==> src/rtl/cr_kme_fifo_pkg.sv <==
// Shared constants for the KME stall-FIFO feeder: nibble width,
// FSM state encodings and err_sticky bit positions.
package cr_kme_fifo_pkg;

    // Data width of the KME stall FIFO write port.
    localparam int NIB_W = 4;

    // Feeder FSM states.
    localparam logic ST_IDLE = 1'b0;
    localparam logic ST_SEND = 1'b1;

    // err_sticky bit positions.
    localparam int ERR_OVF  = 0;
    localparam int ERR_UNF  = 1;
    localparam int ERR_ZLEN = 2;

endpackage

==> src/rtl/cr_kme_nib_shifter.sv <==
// Loadable right-shift register holding a request's nibbles plus a
// down-counter of nibbles still to send. Load wins over shift so that a
// new request can replace the final nibble in the same cycle.
module cr_kme_nib_shifter #(
    parameter int N_NIB = 4,
    parameter int NW    = 4,
    parameter int LW    = $clog2(N_NIB + 1)
) (
    input  logic                clk,
    input  logic                rst,
    input  logic                load_i,
    input  logic [N_NIB*NW-1:0] data_i,
    input  logic [LW-1:0]       len_i,
    input  logic                shift_i,
    output logic [NW-1:0]       nib_o,
    output logic                last_o
);

    logic [N_NIB*NW-1:0] sr_q, sr_d;
    logic [LW-1:0]       rem_q, rem_d;

    // Next-state: load a new request, or consume one nibble per shift.
    always_comb begin
        sr_d  = sr_q;
        rem_d = rem_q;
        if (load_i) begin
            sr_d  = data_i;
            rem_d = len_i;
        end else if (shift_i) begin
            sr_d  = sr_q >> NW;
            rem_d = rem_q - LW'(1);
        end
    end

    // Shift register and remaining-count state.
    always_ff @(posedge clk) begin
        if (rst) begin
            sr_q  <= '0;
            rem_q <= '0;
        end else begin
            sr_q  <= sr_d;
            rem_q <= rem_d;
        end
    end

    assign nib_o  = sr_q[NW-1:0];
    assign last_o = (rem_q == LW'(1));

endmodule

==> src/rtl/cr_kme_fifo_feeder.sv <==
// Serialises multi-nibble requests LSB-first into the KME stall FIFO,
// honouring its combinational stall, with sticky error capture and a
// free-running push counter.
module cr_kme_fifo_feeder
    import cr_kme_fifo_pkg::*;
#(
    parameter int N_NIB = 4,
    parameter int NW    = NIB_W,
    parameter int CNT_W = 16,
    parameter int LW    = $clog2(N_NIB + 1)
) (
    input  logic                clk,
    input  logic                rst,
    input  logic                req_valid,
    output logic                req_ready,
    input  logic [N_NIB*NW-1:0] req_data,
    input  logic [LW-1:0]       req_len,
    input  logic                fifo_in_stall,
    output logic [NW-1:0]       fifo_in,
    output logic                fifo_in_valid,
    input  logic                fifo_overflow,
    input  logic                fifo_underflow,
    input  logic                err_clr,
    output logic [2:0]          err_sticky,
    output logic [CNT_W-1:0]    push_cnt,
    output logic                busy
);

    logic             state_q, state_d;
    logic [2:0]       err_q, err_d;
    logic [CNT_W-1:0] cnt_q, cnt_d;
    logic             last;
    logic             push, accept, load, zlen;

    // A push needs SEND and no stall; rst suppresses it so a reset never
    // leaves a partial write in the FIFO.
    assign push      = (state_q == ST_SEND) && !fifo_in_stall && !rst;
    // Ready in the final-push cycle lets back-to-back requests stream.
    assign req_ready = (state_q == ST_IDLE) ||
                       ((state_q == ST_SEND) && last && !fifo_in_stall);
    assign accept    = req_valid && req_ready;
    assign load      = accept && (req_len != '0);
    assign zlen      = accept && (req_len == '0);

    cr_kme_nib_shifter #(
        .N_NIB (N_NIB),
        .NW    (NW),
        .LW    (LW)
    ) u_shifter (
        .clk     (clk),
        .rst     (rst),
        .load_i  (load),
        .data_i  (req_data),
        .len_i   (req_len),
        .shift_i (push),
        .nib_o   (fifo_in),
        .last_o  (last)
    );

    // FSM, sticky errors (set beats clear) and push counter next-state.
    always_comb begin
        state_d = state_q;
        if (load)
            state_d = ST_SEND;
        else if (push && last)
            state_d = ST_IDLE;

        err_d = err_q;
        if (err_clr)
            err_d = '0;
        err_d[ERR_OVF]  = err_d[ERR_OVF]  | fifo_overflow;
        err_d[ERR_UNF]  = err_d[ERR_UNF]  | fifo_underflow;
        err_d[ERR_ZLEN] = err_d[ERR_ZLEN] | zlen;

        cnt_d = cnt_q + CNT_W'(push);
    end

    // Registered state; rst has priority over everything.
    always_ff @(posedge clk) begin
        if (rst) begin
            state_q <= ST_IDLE;
            err_q   <= '0;
            cnt_q   <= '0;
        end else begin
            state_q <= state_d;
            err_q   <= err_d;
            cnt_q   <= cnt_d;
        end
    end

    assign fifo_in_valid = push;
    assign err_sticky    = err_q;
    assign push_cnt      = cnt_q;
    assign busy          = (state_q == ST_SEND);

endmodule

==> config.mk <==
export PLATFORM = sky130hd
export DESIGN_NAME = cr_kme_fifo_feeder
export DESIGN_NICKNAME = d
export VERILOG_FILES = /design/src/rtl/cr_kme_fifo_pkg.sv /design/src/rtl/cr_kme_nib_shifter.sv /design/src/rtl/cr_kme_fifo_feeder.sv
export SDC_FILE = /design/constraint.sdc
export NUM_CORES = 1
export LEC_CHECK = 0
export BUFFER_PORTS_ARGS = -buffer_cell sky130_fd_sc_hd__buf_2
export CAP_MARGIN = 20
export CORE_MARGIN = 4
export CORE_UTILIZATION = 46
export DETAILED_ROUTE_END_ITERATION = 6
export MAX_ROUTING_LAYER = met4
export PLACE_DENSITY = 0.75
export SLEW_MARGIN = 20
export SYNTH_ARGS = -nofsm -noshare
export SYNTH_HDL_FRONTEND = slang
export SYNTH_HIERARCHICAL = 1
export SYNTH_SLANG_ARGS = --single-unit
==> constraint.sdc <==
create_clock -name clk -period 2.03 [get_ports clk]
set_input_delay 0.203 -clock clk [delete_from_list [all_inputs] [get_ports clk]]
set_output_delay 0.203 -clock clk [all_outputs]
set_load 0.02 [all_outputs]
==> impl_results.rst <==
.. list-table::
   :header-rows: 1

   * - Metric
     - Value
   * - Arrival time at the worst endpoint
     - 2.10 ns
   * - Power per cell area
     - 702 mW/mm^2
   * - Endpoint required time on the critical path
     - 2.25 ns
   * - Largest net degree at the start of global routing
     - 45
   * - Cell type contributing the most total cell area after synthesis
     - sky130_fd_sc_hd__dfxtp_1
   * - Cell variety after synth
     - 35
   * - Wire length of the first global-routing pass
     - 6180 microns
   * - Origin of the worst setup path
     - u_shifter/rem_q[1]$_SDFFE_PP0P_
   * - CTS root buf
     - sky130_fd_sc_hd__clkbuf_8
   * - Maximum net fanout on the critical path
     - 28
   * - Number of standard-cell rows in the floorplan
     - 22
   * - Syn. warnings
     - 6
   * - Die Area
     - 0.00513 sq mm
   * - Setup Viol. Count Final
     - 0
   * - Fmax
     - 532 MHz
   * - Mapped Area
     - 0.00186 sq mm
   * - Number of non-filler instances in the completed layout
     - 294
   * - Fin. Hold Viols
     - 0
   * - Slew at the pin with the worst max-slew slack
     - 0.471 ns
   * - End-of-flow core utilization
     - 60.2%
   * - Clock period minus worst slack
     - 1.88 ns
   * - Per-instance average area after synthesis
     - 9.40 sq um
   * - Type of destination of the critical path
     - flop
   * - Global-route congestion overflow total
     - 0
   * - Final Power
     - 1.61 mW
   * - Violation count after the first detailed-route iteration
     - 59
   * - P_leak
     - 0.937 nW
   * - # hold bufs at CTS
     - 0
   * - Via count of the first global-routing pass
     - 1,408
   * - Fraction of registers with async set or reset after synthesis
     - 0%
   * - Initial cell density of the core
     - 49.0%
   * - Count of antenna diodes in the layout
     - 0
   * - Post-route ant nets
     - 0
   * - Sequential-to-total area share from yosys stat
     - 41.9%
   * - Gates resized, CTS repair
     - 0
   * - Post-Place Setup Slack
     - 0.0959 ns
   * - Post-layout net count
     - 276
   * - Max IR drop VDD
     - 0.448 mV
   * - Startpoint of the lowest-slack hold path
     - fifo_overflow
   * - Number of max-cap violations
     - 0
   * - Core Area
     - 0.00380 sq mm
   * - Final WS setup
     - 0.151 ns
   * - Fillers
     - 355
   * - Net count of the mapped netlist
     - 229
   * - CTS H-tree depth
     - 2
   * - Post-synthesis sequential element count
     - 39
   * - Critical Path Start Type
     - flop
   * - Classification of the worst setup path
     - reg -> reg
   * - Average wire per standard cell
     - 12.6 microns
   * - Fraction of post-synthesis cell area in the top cell type by area
     - 41.9%
   * - Setup repair after global routing missed its margin
     - yes
   * - Tightest Hold Check Type
     - in -> reg
   * - Count of clock tree sinks
     - 39
   * - Top area cells in the synthesized netlist
     - sky130_fd_sc_hd__dfxtp_1 42%, sky130_fd_sc_hd__nor2b_1 7.4%, sky130_fd_sc_hd__mux2i_1 6.5%, sky130_fd_sc_hd__a211oi_1 5.2%, sky130_fd_sc_hd__a21oi_1 4.0%
   * - Worst skew pair latency
     - 0.28 ns
   * - Clock buffers created by TritonCTS
     - 5
   * - Run status
     - completed
   * - Share of final-layout standard cells stronger than drive strength 1
     - 32.1%
   * - Die Wd
     - 71.6 microns
   * - Post-synth EDFFs
     - 0
   * - Instance count of the mapped netlist
     - 198
   * - Top cells by count, synth
     - 39 x sky130_fd_sc_hd__dfxtp_1, 22 x sky130_fd_sc_hd__nor2b_1, 15 x sky130_fd_sc_hd__a21oi_1
   * - Dominant cell by count in the synthesized netlist
     - sky130_fd_sc_hd__dfxtp_1
   * - Clock slew seen by the registers of the worst setup and hold paths
     - 0.07 ns
   * - I/O pin count
     - 52
   * - Cell count after placement
     - 285
   * - Synth-to-layout area growth
     - 22.9%
   * - Gpl congestion
     - 0.785
   * - Initial antenna violation count
     - 0
   * - TritonCTS clock tree
     - built
   * - Total length of routed wires
     - 3700 microns
   * - CTS Buffer Depth
     - 2
   * - Port Buffers
     - 51
   * - Post-route fraction of the period consumed by the critical path
     - 92.6%
   * - Post-DP HPWL
     - 2570 microns
   * - Number of vias per cell after detailed routing
     - 5.23
   * - Die height
     - 71.6 microns
   * - Setup_tns
     - 0 ns
   * - Max-slew violation total from the final report
     - 0
   * - Headroom to the max-slew limit
     - 68.6%
   * - Via Count
     - 1,537
   * - Reg2reg start
     - u_shifter/rem_q[1]$_SDFFE_PP0P_
   * - Overall track demand over capacity in global routing
     - 15.2%
   * - Most used flip-flop cell after synthesis
     - sky130_fd_sc_hd__dfxtp_1
   * - Final setup skew
     - 0.00240 ns
   * - Final routed DRC violation total
     - 0
   * - Iteration count of the initial detailed-routing pass
     - 6
   * - Post-CTS Setup Bufs
     - 0
-- worst paths after layout --
path                                      to  slack [ns]  cells after the start
max          u_shifter/sr_q[13]$_SDFFE_PP0P_        0.15                      9
min                 err_sticky[0]$_SDFF_PP0_        0.12                      3
min reg2reg         err_sticky[2]$_SDFF_PP0_        0.47                      2
max reg2reg  u_shifter/sr_q[13]$_SDFFE_PP0P_        0.15                      9
-- cells by family (layout without fill, tap and decap cells) --
family / after synthesis / in the layout / synth area share, %
AO/OA/AOI/OAI: 39 / 39 / 14.4
buffers and inverters: 23 / 71 / 7.06
multiplexers: 16 / 16 / 8.87
adder cells (fa/ha/maj): 5 / 5 / 3.36
XOR/XNOR: 4 / 4 / 1.88
AND/OR/NAND/NOR: 72 / 72 / 22.4
flip-flops: 39 / 39 / 41.9
-- area by class of cell --
cell class                      instances  area [sq um]  share of cell area, %
Sequential cell                        39           785                   34.3
Inverter                                8          36.3                   1.59
Timing Repair inverter                  1          7.51                  0.328
Tap cell                               48          60.1                   2.62
Timing Repair Buffer                   54           290                   12.7
Clock buffer                            8           100                   4.37
Multi-Input combinational cell        136          1010                   44.1
-- where the power goes --
| part | switching, mW | internal (mW) |
|---|---|---|
| Clock | 0.258 | 0.310 |
| Sequential | 0.0206 | 0.804 |
| Combinational | 0.116 | 0.0971 |
-- worst max-delay path, stage by stage (launching register included) --
cell                       delay, ns
sky130_fd_sc_hd__dfxtp_1        0.33
sky130_fd_sc_hd__inv_1          0.06
sky130_fd_sc_hd__ha_1           0.16
sky130_fd_sc_hd__nor2b_1        0.12
sky130_fd_sc_hd__nor2b_2        0.15
sky130_fd_sc_hd__nand2b_1       0.16
sky130_fd_sc_hd__nor2b_4        0.14
sky130_fd_sc_hd__buf_12         0.15
sky130_fd_sc_hd__or3b_1         0.38
sky130_fd_sc_hd__a21oi_1        0.14
-- layer usage --
| metal | vias up | wire [microns] | track usage, % |
|---|---|---|---|
| met5 | - | 0 | - |
| li1 | 793 | - | - |
| met1 | 704 | 1680 | 18.8 |
| met2 | 38 | 1770 | 24.5 |
| met3 | 2 | 231 | 3.79 |
| met4 | 0 | 13 | 4.38 |
-- cell usage in the layout, fill, tap and decap left out, types with 2 or more instances in the layout --
master / n
sky130_fd_sc_hd__buf_2: 51
sky130_fd_sc_hd__dfxtp_1: 38
sky130_fd_sc_hd__nor2b_1: 20
sky130_fd_sc_hd__a21oi_1: 15
sky130_fd_sc_hd__mux2i_1: 12
sky130_fd_sc_hd__a211oi_1: 11
sky130_fd_sc_hd__nor2_1: 10
sky130_fd_sc_hd__nand2_1: 9
sky130_fd_sc_hd__clkbuf_8: 7
sky130_fd_sc_hd__inv_1: 6
sky130_fd_sc_hd__nand3_1: 5
sky130_fd_sc_hd__o31ai_1: 4
sky130_fd_sc_hd__or4_1: 4
sky130_fd_sc_hd__or3b_1: 4
sky130_fd_sc_hd__o21ai_0: 3
sky130_fd_sc_hd__or3_1: 3
sky130_fd_sc_hd__nor4_1: 3
sky130_fd_sc_hd__mux2_1: 3
sky130_fd_sc_hd__ha_1: 3
sky130_fd_sc_hd__a211oi_2: 3
sky130_fd_sc_hd__nand2b_1: 2
sky130_fd_sc_hd__xor2_1: 2
sky130_fd_sc_hd__xnor2_1: 2
sky130_fd_sc_hd__nand4_1: 2
sky130_fd_sc_hd__clkinvlp_4: 2
sky130_fd_sc_hd__buf_4: 2
-- flip-flops by register name, indices dropped and copies added (netlist names) --
| name | cells |
|---|---|
| push_cnt | 16 |
| u_shifter/sr_q | 16 |
| err_sticky | 3 |
| u_shifter/rem_q | 3 |
| busy | 1 |
-- stage by stage --
step	hold WS (ns)	cell area, sq um
final	0.122	2290
after global routing	0.128	2290
after CTS	0.122	2260
after detailed placement	0.419	2160
after global placement	0.412	2160
after floorplan	0.320	1910
No activity file was read; power rests on OpenSTA's default activity.
